[src/rtl/rl_force_accumulator.sv]
// rl_force_accumulator
// Consumer end of the range-limited force pipeline. Sums NEIGHBOR_PARTICLE_NUM
// consecutive valid signed force samples per reference particle and writes
// one saturated total per reference particle into the force RAM.
//
// Ports:
//   clk, rst        clock, synchronous active-high reset
//   start           one-cycle pulse that arms (or restarts) a run
//   force_in        signed force sample (FORCE_WIDTH)
//   force_in_valid  force_in is valid this cycle (no backpressure)
//   wr_en           force RAM write strobe, one cycle per reference particle
//   wr_addr         reference particle index of the write
//   wr_data         accumulated (clamped) force total
//   busy            high while accumulating
//   done            one-cycle pulse after the last write of a run
//   saturated       sticky: some accumulation was clipped
//   dropped         sticky: a valid sample arrived outside accumulation
module rl_force_accumulator #(
  parameter int FORCE_WIDTH           = 32,
  parameter int ACC_WIDTH             = 40,
  parameter int REF_PARTICLE_NUM      = 100,
  parameter int REF_RAM_ADDR_WIDTH    = 7,
  parameter int NEIGHBOR_PARTICLE_NUM = 100,
  parameter int NEIGHBOR_CNT_WIDTH    = 7
) (
  input  logic                          clk,
  input  logic                          rst,
  input  logic                          start,
  input  logic [FORCE_WIDTH-1:0]        force_in,
  input  logic                          force_in_valid,
  output logic                          wr_en,
  output logic [REF_RAM_ADDR_WIDTH-1:0] wr_addr,
  output logic [ACC_WIDTH-1:0]          wr_data,
  output logic                          busy,
  output logic                          done,
  output logic                          saturated,
  output logic                          dropped
);

  typedef enum logic [1:0] {
    ST_IDLE  = 2'd0,
    ST_ACCUM = 2'd1,
    ST_DONE  = 2'd2
  } state_t;

  localparam logic [NEIGHBOR_CNT_WIDTH-1:0] NBR_LAST =
    NEIGHBOR_CNT_WIDTH'(NEIGHBOR_PARTICLE_NUM - 1);
  localparam logic [REF_RAM_ADDR_WIDTH-1:0] REF_LAST =
    REF_RAM_ADDR_WIDTH'(REF_PARTICLE_NUM - 1);
  localparam logic [ACC_WIDTH-1:0] ACC_MAX = {1'b0, {(ACC_WIDTH-1){1'b1}}};
  localparam logic [ACC_WIDTH-1:0] ACC_MIN = {1'b1, {(ACC_WIDTH-1){1'b0}}};
  localparam logic [ACC_WIDTH-1:0] ACC_ZERO = {ACC_WIDTH{1'b0}};
  localparam logic [NEIGHBOR_CNT_WIDTH-1:0] NBR_ZERO = {NEIGHBOR_CNT_WIDTH{1'b0}};
  localparam logic [REF_RAM_ADDR_WIDTH-1:0] REF_ZERO = {REF_RAM_ADDR_WIDTH{1'b0}};

  // One guard bit above the accumulator so a single add can never wrap.
  function automatic logic [ACC_WIDTH:0] add_wide(
    input logic [ACC_WIDTH-1:0]   acc,
    input logic [FORCE_WIDTH-1:0] f
  );
    return {acc[ACC_WIDTH-1], acc} +
           {{(ACC_WIDTH+1-FORCE_WIDTH){f[FORCE_WIDTH-1]}}, f};
  endfunction

  // Overflow shows up as the guard bit disagreeing with the accumulator sign.
  function automatic logic sum_clips(input logic [ACC_WIDTH:0] sum);
    return sum[ACC_WIDTH] ^ sum[ACC_WIDTH-1];
  endfunction

  // The guard bit holds the true sign, so it selects which rail to clamp to.
  function automatic logic [ACC_WIDTH-1:0] clamp_sum(input logic [ACC_WIDTH:0] sum);
    logic [ACC_WIDTH-1:0] res;
    if (sum_clips(sum)) begin
      res = sum[ACC_WIDTH] ? ACC_MIN : ACC_MAX;
    end else begin
      res = sum[ACC_WIDTH-1:0];
    end
    return res;
  endfunction

  state_t                          state_r, state_s;
  logic [ACC_WIDTH-1:0]            acc_r, acc_s, acc_base_s;
  logic [NEIGHBOR_CNT_WIDTH-1:0]   nbr_cnt_r, nbr_cnt_s, nbr_base_s;
  logic [REF_RAM_ADDR_WIDTH-1:0]   ref_idx_r, ref_idx_s, ref_base_s;
  logic [ACC_WIDTH:0]              sum_s;
  logic [ACC_WIDTH-1:0]            clamped_s;
  logic                            clip_s;
  logic                            take_s;
  logic                            wr_en_r, wr_en_s;
  logic [REF_RAM_ADDR_WIDTH-1:0]   wr_addr_r, wr_addr_s;
  logic [ACC_WIDTH-1:0]            wr_data_r, wr_data_s;
  logic                            busy_r;
  logic                            done_r, done_s;
  logic                            saturated_r, saturated_s;
  logic                            dropped_r, dropped_s;

  // Next-state, datapath and output decode.
  always_comb begin
    // start wipes the run context in every state, so a sample taken in the
    // same cycle (only possible in ACCUM) becomes the first of the new run.
    acc_base_s = start ? ACC_ZERO : acc_r;
    nbr_base_s = start ? NBR_ZERO : nbr_cnt_r;
    ref_base_s = start ? REF_ZERO : ref_idx_r;

    sum_s     = add_wide(acc_base_s, force_in);
    clip_s    = sum_clips(sum_s);
    clamped_s = clamp_sum(sum_s);
    take_s    = (state_r == ST_ACCUM) && force_in_valid;

    state_s   = state_r;
    acc_s     = acc_base_s;
    nbr_cnt_s = nbr_base_s;
    ref_idx_s = ref_base_s;
    wr_en_s   = 1'b0;
    wr_addr_s = wr_addr_r;
    wr_data_s = wr_data_r;
    done_s    = 1'b0;

    saturated_s = (start ? 1'b0 : saturated_r) | (take_s & clip_s);
    dropped_s   = (start ? 1'b0 : dropped_r) |
                  (force_in_valid & (state_r != ST_ACCUM));

    case (state_r)
      ST_IDLE: begin
        if (start) begin
          state_s = ST_ACCUM;
        end else begin
          state_s = ST_IDLE;
        end
      end
      ST_ACCUM: begin
        if (take_s) begin
          if (nbr_base_s == NBR_LAST) begin
            wr_en_s   = 1'b1;
            wr_addr_s = ref_base_s;
            wr_data_s = clamped_s;
            acc_s     = ACC_ZERO;
            nbr_cnt_s = NBR_ZERO;
            ref_idx_s = ref_base_s + REF_RAM_ADDR_WIDTH'(1);
            if (ref_base_s == REF_LAST) begin
              state_s = ST_DONE;
            end else begin
              state_s = ST_ACCUM;
            end
          end else begin
            acc_s     = clamped_s;
            nbr_cnt_s = nbr_base_s + NEIGHBOR_CNT_WIDTH'(1);
          end
        end else begin
          state_s = ST_ACCUM;
        end
      end
      ST_DONE: begin
        // The write for the final particle is visible now; done follows it.
        done_s = 1'b1;
        if (start) begin
          state_s = ST_ACCUM;
        end else begin
          state_s = ST_IDLE;
        end
      end
      default: begin
        state_s = ST_IDLE;
      end
    endcase
  end

  // State, datapath and registered outputs.
  always_ff @(posedge clk) begin
    if (rst) begin
      state_r     <= ST_IDLE;
      acc_r       <= ACC_ZERO;
      nbr_cnt_r   <= NBR_ZERO;
      ref_idx_r   <= REF_ZERO;
      wr_en_r     <= 1'b0;
      wr_addr_r   <= REF_ZERO;
      wr_data_r   <= ACC_ZERO;
      busy_r      <= 1'b0;
      done_r      <= 1'b0;
      saturated_r <= 1'b0;
      dropped_r   <= 1'b0;
    end else begin
      state_r     <= state_s;
      acc_r       <= acc_s;
      nbr_cnt_r   <= nbr_cnt_s;
      ref_idx_r   <= ref_idx_s;
      wr_en_r     <= wr_en_s;
      wr_addr_r   <= wr_addr_s;
      wr_data_r   <= wr_data_s;
      busy_r      <= (state_s == ST_ACCUM);
      done_r      <= done_s;
      saturated_r <= saturated_s;
      dropped_r   <= dropped_s;
    end
  end

  assign wr_en     = wr_en_r;
  assign wr_addr   = wr_addr_r;
  assign wr_data   = wr_data_r;
  assign busy      = busy_r;
  assign done      = done_r;
  assign saturated = saturated_r;
  assign dropped   = dropped_r;

endmodule

[config.mk]
export PLATFORM = sky130hd
export DESIGN_NAME = rl_force_accumulator
export DESIGN_NICKNAME = d
export VERILOG_FILES = /design/src/rtl/rl_force_accumulator.sv
export SDC_FILE = /design/constraint.sdc
export NUM_CORES = 1
export LEC_CHECK = 0
export ABC_AREA = 1
export BUFFER_PORTS_ARGS = -buffer_cell sky130_fd_sc_hd__buf_2
export CAP_MARGIN = 20
export CORE_MARGIN = 5
export CORE_UTILIZATION = 54
export DETAILED_ROUTE_END_ITERATION = 8
export PLACE_DENSITY = 0.78
export SYNTH_ARGS = -nofsm -noshare
export SYNTH_HDL_FRONTEND = slang
export SYNTH_SLANG_ARGS = --single-unit
export TNS_END_PERCENT = 100
[constraint.sdc]
create_clock -name clk -period 2.7 [get_ports clk]
set_input_delay 0.27 -clock clk [delete_from_list [all_inputs] [get_ports clk]]
set_output_delay 0.27 -clock clk [all_outputs]
set_load 0.02 [all_outputs]
==> results of run 1 <==
-- where the power goes --
group	switching [mW]	internal [mW]	leakage, nW
clock network	0.707	0.751	0.158
registers	0.00718	1.62	0.873
logic	0.519	0.381	4.13
total	1.23	2.75	5.16
-- worst max path at each step --
stage	to	slack, ns
floorplan	acc_r[1]	0.01
global placement	acc_r[30]	-0.29
detailed placement	acc_r[30]	-0.37
CTS	acc_r[30]	0.001
global route	acc_r[37]	-0.1
finish	saturated	0.03
-- stage by stage --
stage	setup TNS, ns	std cells	utilization
floorplan	0	1184	-
global route	-2.35	1623	0.762
global placement	-13.03	1596	0.702
finish	0	1623	0.762
CTS	0	1612	0.728
detailed placement	-19.21	1596	0.702
-- registers in the layout (all words and copies together) (netlist names), 2 cells and up --
register / flops
nbr_cnt_r: 7
wr_data: 40
state_r: 2
wr_addr: 7
acc_r: 40
ref_idx_r: 7
-- metal layers --
| layer | vias up | share of wire | wire length, um | GRT usage |
|---|---|---|---|---|
| met1 | 4015 | 0.43 | 10700 | 0.365 |
| li1 | 4320 | - | - | - |
| met3 | 57 | 0.067 | 1680 | 0.0442 |
| met2 | 357 | 0.48 | 12000 | 0.502 |
| met4 | 0 | 0.030 | 742 | 0.0915 |
| met5 | - | 0 | 0 | 0 |
-- kinds of logic (layout without fill, tap and decap cells) --
group	count (synthesis)	in the layout	synth area share
flops	108	108	0.292
xor+xnor	29	29	0.0343
simple gates	600	601	0.335
buf+inv	184	446	0.0976
fa+ha+maj	43	43	0.0737
compound gates	220	220	0.168
-- final cells by class --
type / instances / area [um2]
Sequential cell: 108 / 2160
Clock inverter: 7 / 100
Inverter: 140 / 526
Tap cell: 176 / 220
Fill cell: 1076 / 3170
Multi-Input combinational cell: 893 / 4820
Timing Repair Buffer: 290 / 2120
Clock buffer: 9 / 225
-- timing repair --
action | CTS | global route
hold buffers | 0 | 0
buffers inserted | 0 | 5
pin swaps | 1 | 17
setup endpoints to repair | 32 | 81
cloned | 0 | 6
gates resized for setup | 9 | 78
-- cells in the final DEF, fill, tap and decap left out, drive strengths merged --
master	instances
o21ai	70
xor2	21
a21oi	99
dfxtp	108
or2	4
a21boi	2
nand4	10
a221oi	2
o21a	5
nor3	10
ha	42
o21bai	8
nor4	4
nand3b	6
a21o	3
nand2	395
clkbuf	13
inv	143
xnor2	8
bufinv	1
buf	286
fa	1
nor3b	1
clkinv	3
nor2	125
a31oi	31
nand3	46
-- worst min-delay path, stage by stage --
cell and delay [ns]:
buf_2 0.11, o21ai_0 0.07, a21oi_1 0.06
==> impl_metrics.yaml, run 1 <==
status:
  status: "finished, final reports clean"
critical_path:
  crit_path_start_kind: "primary input"
  cp_num_cells: 19
  crit_start: "start"
  r2r.worst_path.cells: 21
  critical_path_arrival_ns: 2.89
  r2r_setup_slack_ns: 0.05
  crit_fanout: 20
  path_buf_inv: 4
  critical_path_class: "primary input to flop"
  critPathMaxStageDelay_ns: 0.33
  path_cells: "buf_2 > buf_12 > nor2_1 > ha_1 > nand2_1 > nor2_2 > nand2_1 > nor2_1 > nand2_2 > nand3_2 > nand2_2 > buf_4 > nand3_2 > nand2_8 > nand2_8 > buf_12 > nand2_1 > nand2_1 > a21oi_1"
  setup.worst_path.end_class: "flop"
  reg2reg_to: "saturated"
  reg2reg_from: "acc_r[0]"
  cp_common_cell: "nand2_1"
  required_ns: 2.92
  cp_top_family: "simple AND/OR/NAND/NOR gates"
  slowest_stage: "ha_1"
layout:
  final_cell_area_mm2: 0.0102
  area_growth_pct: 37.4
  nets: 1521
  antennaDiodeCount: 0
  drive_gt1_frac: 0.284
hold_path:
  whs_endpoint: "dropped"
  hold_depth: 3
  hp-start: "force_in_valid"
  worst_hold_path_type: "primary input to flop"
route:
  drt-wirelength-per-cell_um: 15.5
  totalWireLength_um: 25100
  vias: 8749
  first_pass_iters: 5
  ant_nets: 0
  drc: 0
  post_drt_via_cell_ratio: 5.39
  drt-initial-drc-count: 753
synth:
  syn_avg_cell_area_um2: 6.25
  synth_area_leaders: "dfxtp_1 (29%), nand2_1 (19%), ha_1 (7.1%)"
  syn_nets: 1263
  syn_area_mm2: 0.00741
  ys_types: 38
  seq_area_frac_synth: 0.292
  synth_edf_count: 0
  synthDominantCellAreaShare: 0.292
  yosysWarnings: 0
  ys_ff_latch: 108
  async_flop_share: 0
  synthTopCellsByCount: "nand2_1 (380), inv_1 (140), nor2_1 (117), dfxtp_1 (108), a21oi_1 (96)"
  ys.flop_type: "dfxtp_1"
  synth.most_common_cell: "nand2_1"
  yosysTopAreaCell: "dfxtp_1"
  syn_inst: 1184
grt:
  grt_start_max_net_pins: 55
  track_usage: 0.288
  grt-ovfl-total: 0
  antenna_found_initial: 0
  grt_pass1_wl_um: 38200
  grt_pass1_vias: 8154
die:
  pin_count: 88
  start_util: 0.555
  rows: 42
  dieHeight_um: 127
  core_mm2: 0.0133
  dieArea_mm2: 0.0162
  fp.dieW_um: 127
clock_network:
  tritoncts: "built"
  htree_levels: 3
  clockBufferDepth: 2
  clk_pin_slew_ns: 0.08
  numCtsBuffers: 9
  clock_latency_ns: 0.37
  clock_sinks: 108
  root_buffer: "clkbuf_16"
sta:
  period_needed_ns: 2.67
  rsz0062_at_grt: "true"
  final.setup.worst_slack_ns: 0.0337
  timing.fmax_ghz: 0.375
  period_share: 0.988
  hold_ws_ns: 0.187
  maxSlewViolCount: 0
  skew_ns: 0.00837
  setup_violations: 0
  maxSlewHeadroom: 0.527
  hold_violations: 0
  worstMarginPinSlew_ns: 0.709
placement:
  place_area_mm2: 0.00937
  globalplace.congestion: 1.02
  preCtsSetupSlack_ns: -0.374
  hpwl_um: 18300
  portBuffers: 87
pwr:
  powerDensity_mw_per_mm2: 392
  p_leak_nw: 5.16
  vdd_drop_max_uv: 276
  p_total_mw: 3.98
job:
  max-cap-violations: 0
No activity file was read; power rests on OpenSTA's default activity.
==> inputs of run 2 (changes only) <==
Settings changed: CORE_UTILIZATION 54 to 50, PLACE_DENSITY 0.78 to unset, PLACE_DENSITY_LB_ADDON set to 0.25.
==> run 2 against run 1 <==
  * Die area up 7.4%
  * Highest routed layer unchanged
  * Clock power down 6%
  * Critical path type is now flop to flop
  * Setup slack better by 0.017 ns
  * Sequential share of layout area up 0.22 points
  * Maximum frequency up 0.62%
==> impl_metrics.yaml, run 2 (same netlist as run 1, synthesis figures left out) <==
status:
  status: "finished, final reports clean"
grt:
  track_usage: 0.259
  grt_pass1_vias: 7863
  antenna_found_initial: 0
  grt_start_max_net_pins: 46
  grt_pass1_wl_um: 37500
  grt-ovfl-total: 0
hold_path:
  hp-start: "force_in_valid"
  worst_hold_path_type: "primary input to flop"
  whs_endpoint: "dropped"
  hold_depth: 3
placement:
  globalplace.congestion: 0.994
  hpwl_um: 17900
  preCtsSetupSlack_ns: -0.220
  place_area_mm2: 0.00926
  portBuffers: 87
  place_inst: 1585
die:
  dieArea_mm2: 0.0173
  core_mm2: 0.0145
  fp.dieW_um: 132
  dieHeight_um: 132
  rows: 44
  start_util: 0.510
  pin_count: 88
clock_network:
  clock_sinks: 108
  htree_levels: 3
  root_buffer: "clkbuf_16"
  postCtsHoldBufs: 0
  clockBufferDepth: 2
  clk_pin_slew_ns: 0.08
  tritoncts: "built"
  clock_latency_ns: 0.38
  numCtsBuffers: 9
pwr:
  powerDensity_mw_per_mm2: 388
  p_leak_nw: 5.05
  vdd_drop_max_uv: 419
critical_path:
  critical_path_arrival_ns: 2.96
  r2r_setup_slack_ns: 0.05
  setup.worst_path.end_class: "flop"
  crit_path_start_kind: "flop"
  required_ns: 3.01
  reg2reg_from: "acc_r[0]"
  crit_fanout: 10
  critical_path_class: "flop to flop"
  r2r.worst_path.cells: 22
  reg2reg_to: "acc_r[4]"
sta:
  timing.fmax_ghz: 0.377
  hold_violations: 0
  setup_violations: 0
  maxSlewViolCount: 0
  hold_ws_ns: 0.217
  rsz0062_at_grt: "true"
  period_needed_ns: 2.65
  period_share: 0.981
  skew_ns: 0.0133
  fin_setup_tns_ns: 0
  worstMarginPinSlew_ns: 0.528
  final.setup.worst_slack_ns: 0.0502
  maxSlewHeadroom: 0.648
route:
  post_drt_via_cell_ratio: 5.26
  totalWireLength_um: 24700
  drt-initial-drc-count: 601
  first_pass_iters: 5
  drt-wirelength-per-cell_um: 15.3
  drc: 0
  vias: 8479
  ant_nets: 0
job:
  max-cap-violations: 0
layout:
  final_cell_mix: "nand2_1 (348), buf_4 (170), inv_1 (137)"
  final_cell_area_mm2: 0.0101
  area_growth_pct: 36.0
  nets: 1502
  drive_gt1_frac: 0.284
  final_common_cell: "nand2_1"
  layout.cells.non_filler: 1612
  fill_cells: 1307
  antennaDiodeCount: 0
## run 2: power by group
group          switching [mW]  internal [mW]
clock network           0.694          0.679
registers             0.00703           1.62
logic                   0.526          0.380
## run 2: routing by layer
layer | global-route usage | routed length (um) | vias to the layer above
met1 | 0.342 | 10800 | 3887
met5 | 0 | 0 | -
met2 | 0.431 | 11700 | 255
met3 | 0.0489 | 1460 | 52
li1 | - | - | 4285
met4 | 0.0737 | 700 | 0
## run 2: through the flow
step                      utilization  total power, mW
after detailed placement        0.637             2.44
after CTS                       0.659             3.79
final                           0.693             3.90
after global routing            0.693             4.08
after floorplan                     -             2.11
after global placement          0.637             2.42
## run 2: repair_timing
action | CTS | global route
cloned | 0 | 7
gates resized for setup | 3 | 90
setup endpoints to repair | 17 | 79
buffers inserted | 0 | 4
pin swaps | 0 | 23
## run 2: layout make-up
cell class | count | area (um2) | share of cell area
Clock buffer | 10 | 239 | 0.0237
Multi-Input combinational cell | 893 | 4860 | 0.483
Inverter | 140 | 528 | 0.0524
Clock inverter | 6 | 68.8 | 0.00683
Timing Repair Buffer | 271 | 1980 | 0.197
Tap cell | 184 | 230 | 0.0229
Sequential cell | 108 | 2160 | 0.215
## run 2: worst max-delay path by stage
| stage | end | start | slack (ns) | cells after the start |
|---|---|---|---|---|
| after floorplan | acc_r[1] | start | 0.01 | 18 |
| after global placement | acc_r[30] | start | -0.18 | 21 |
| after detailed placement | acc_r[30] | start | -0.22 | 21 |
| after CTS | acc_r[30] | acc_r[0] | 0.01 | 21 |
| after global routing | acc_r[4] | acc_r[0] | -0.1 | 22 |
| final | acc_r[4] | acc_r[0] | 0.05 | 22 |
## run 2: critical path, stage by stage (launching register included)
cell	delay (ns)
dfxtp_2	0.33
inv_2	0.04
nor2_4	0.13
ha_4	0.17
inv_4	0.04
fa_2	0.39
inv_2	0.07
nand3_2	0.06
nand2_2	0.08
nand2_2	0.05
nand2_2	0.09
nand2_2	0.06
nand3_2	0.08
nand2_2	0.08
nand2_2	0.08
buf_6	0.10
nand2_4	0.06
nand2_8	0.11
nor2_4	0.05
buf_12	0.15
o21ai_4	0.14
nand2_1	0.10
a21oi_2	0.14
==> inputs of run 3 (changes only) <==
Settings changed: CORE_UTILIZATION 50 to 40.
==> run 3 against run 2 <==
  * Sequential power hardly changed
  * Flip-flop and latch count stayed put
  * Sequential share of layout area is 0.73 points lower
  * Critical path type unchanged
  * Critical endpoint is now acc_r[33]
  * Largest cell class unchanged
  * Highest routed layer unchanged
==> impl_metrics.yaml, run 3 (same netlist as run 1, synthesis figures left out) <==
clock_network:
  clk_pin_slew_ns: 0.09
  htree_levels: 3
  numCtsBuffers: 9
  tritoncts: "built"
  clockBufferDepth: 2
  postCtsHoldBufs: 0
  root_buffer: "clkbuf_16"
  clock_latency_ns: 0.37
  clock_sinks: 108
pwr:
  p_leak_nw: 5.20
  p_int_mw: 2.69
  switchingPower_mw: 1.26
  p_seq_frac: 0.412
  clockPowerShare: 0.351
  swShare: 0.318
  vdd_drop_max_uv: 282
  powerDensity_mw_per_mm2: 378
  pwr-share-comb: 0.237
grt:
  grt_util_met1: 0.295
  grt_pass1_vias: 7791
  grt_start_max_net_pins: 60
  grt-ovfl-total: 0
  grt_use_met3: 0.0294
  grt_use_met2: 0.367
  grt-busiest-layer: "met2"
  antenna_found_initial: 0
  grt_pass1_wl_um: 38400
  track_usage: 0.218
route:
  ant_nets: 0
  totalWireLength_um: 24900
  drt-initial-drc-count: 507
  post_drt_via_cell_ratio: 4.97
  vias: 8369
  first_pass_iters: 5
  drc: 0
  drt-wirelength-per-cell_um: 14.8
die:
  pin_count: 88
  dieHeight_um: 146
  dieArea_mm2: 0.0213
  core_mm2: 0.0181
  fp.dieW_um: 146
  rows: 49
  start_util: 0.409
sta:
  skew_ns: 0.0107
  period_needed_ns: 2.68
  timing.fmax_ghz: 0.373
  worstMarginPinSlew_ns: 0.514
  rsz0062_at_grt: "true"
  hold_violations: 0
  setup_violations: 0
  period_share: 0.993
  hold_ws_ns: 0.185
  maxSlewHeadroom: 0.657
  maxSlewViolCount: 0
placement:
  hpwl_um: 18500
  place_inst: 1655
  globalplace.congestion: 0.975
  portBuffers: 87
layout:
  drive_gt1_frac: 0.309
  final_cell_mix: "nand2_1 (340), buf_4 (197), inv_1 (137)"
  area_growth_pct: 40.8
  nets: 1530
  antennaDiodeCount: 0
  layout.cells.non_filler: 1685
  final_common_cell: "nand2_1"
  fill_cells: 1786
critical_path:
  setup.worst_path.end_class: "flop"
  required_ns: 3.00
  crit_path_end: "acc_r[33]"
  critical_path_arrival_ns: 2.99
  reg2reg_from: "acc_r[0]"
  crit_fanout: 7
  r2r_setup_slack_ns: 0.02
  r2r.worst_path.cells: 22
  critical_path_class: "flop to flop"
  crit_start: "acc_r[0]"
  crit_path_start_kind: "flop"
  reg2reg_to: "acc_r[33]"
hold_path:
  worst_hold_path_type: "primary input to flop"
  hold_depth: 3
status:
  status: "finished, final reports clean"
job:
  max-cap-violations: 0
## run 3: cell count changes in the layout (fill, tap and decap cells not counted), sizes merged
cell      previous run  this run
clkbuf              14        15
clkinv               3         5
buf                267       294
nand2              395       394
clkinvlp             1         0
## run 3: timing repair
item | 4_1_cts | 5_1_grt
endpoints found under the hold margin | 0 | 0
pin swaps | 1 | 24
buffers inserted | 0 | 9
setup endpoints to repair | 47 | 81
resized for setup | 6 | 110
gates cloned | 0 | 5
## run 3: worst min-delay path by stage
stage	end	from	slack, ns
detailed placement	wr_data[33]	wr_data[33]	0.46
finish	dropped	force_in_valid	0.19
global placement	wr_addr[0]	wr_addr[0]	0.45
global route	dropped	force_in_valid	0.20
CTS	dropped	force_in_valid	0.17
floorplan	dropped	force_in_valid	0.43
## run 3: metal layers
| layer | vias up | part of all wire |
|---|---|---|
| li1 | 4335 | - |
| met1 | 3827 | 0.47 |
| met2 | 184 | 0.47 |
| met3 | 23 | 0.051 |
| met4 | 0 | 0.013 |
| met5 | - | 0 |
## run 3: layout make-up
| class | instances | area [um2] | share of cell area |
|---|---|---|---|
| clock buffer | 9 | 225 | 0.0216 |
| clock inverter | 7 | 91.3 | 0.00876 |
| inverter | 140 | 528 | 0.0506 |
| multi-input combinational | 892 | 4910 | 0.470 |
| sequential | 108 | 2160 | 0.207 |
| tap | 229 | 287 | 0.0275 |
| timing repair buffer | 300 | 2230 | 0.214 |
## run 3: worst max-delay path: stages, from the launching register on
cell	delay, ns
dfxtp_2	0.33
inv_2	0.04
nor2_4	0.12
ha_4	0.17
inv_4	0.04
fa_2	0.39
inv_2	0.07
nand3_2	0.06
nand2_2	0.07
nand2_2	0.05
nand2_2	0.08
nand2_2	0.06
nand3_2	0.09
nand2_2	0.08
nand2_2	0.10
buf_6	0.11
nand2_4	0.04
nand2_4	0.11
nand2_8	0.13
clkbuf_16	0.20
o21ai_2	0.07
nand2_1	0.07
a21oi_1	0.12
## run 3: metrics by stage
step / util / setup WS (ns) / TNS (ns) / power [mW] / instance area, um2
floorplan: - / 0.00981 / 0 / 2.11 / 7410
global placement: 0.526 / -0.280 / -9.65 / 2.45 / 9510
detailed placement: 0.526 / -0.304 / -13.92 / 2.46 / 9510
CTS: 0.544 / 0.00244 / 0 / 3.86 / 9850
global route: 0.577 / -0.123 / -5.73 / 4.13 / 10400
finish: 0.577 / 0.0182 / 0 / 3.95 / 10400
## run 3: power by group through the flow
stage                     Clock (mW)  Combinational [mW]  Sequential (mW)
after floorplan                    0               0.446             1.66
after global placement             0               0.790             1.66
after detailed placement           0               0.797             1.66
after CTS                       1.43               0.805             1.63
after global routing            1.49                1.02             1.63
final                           1.39               0.935             1.63
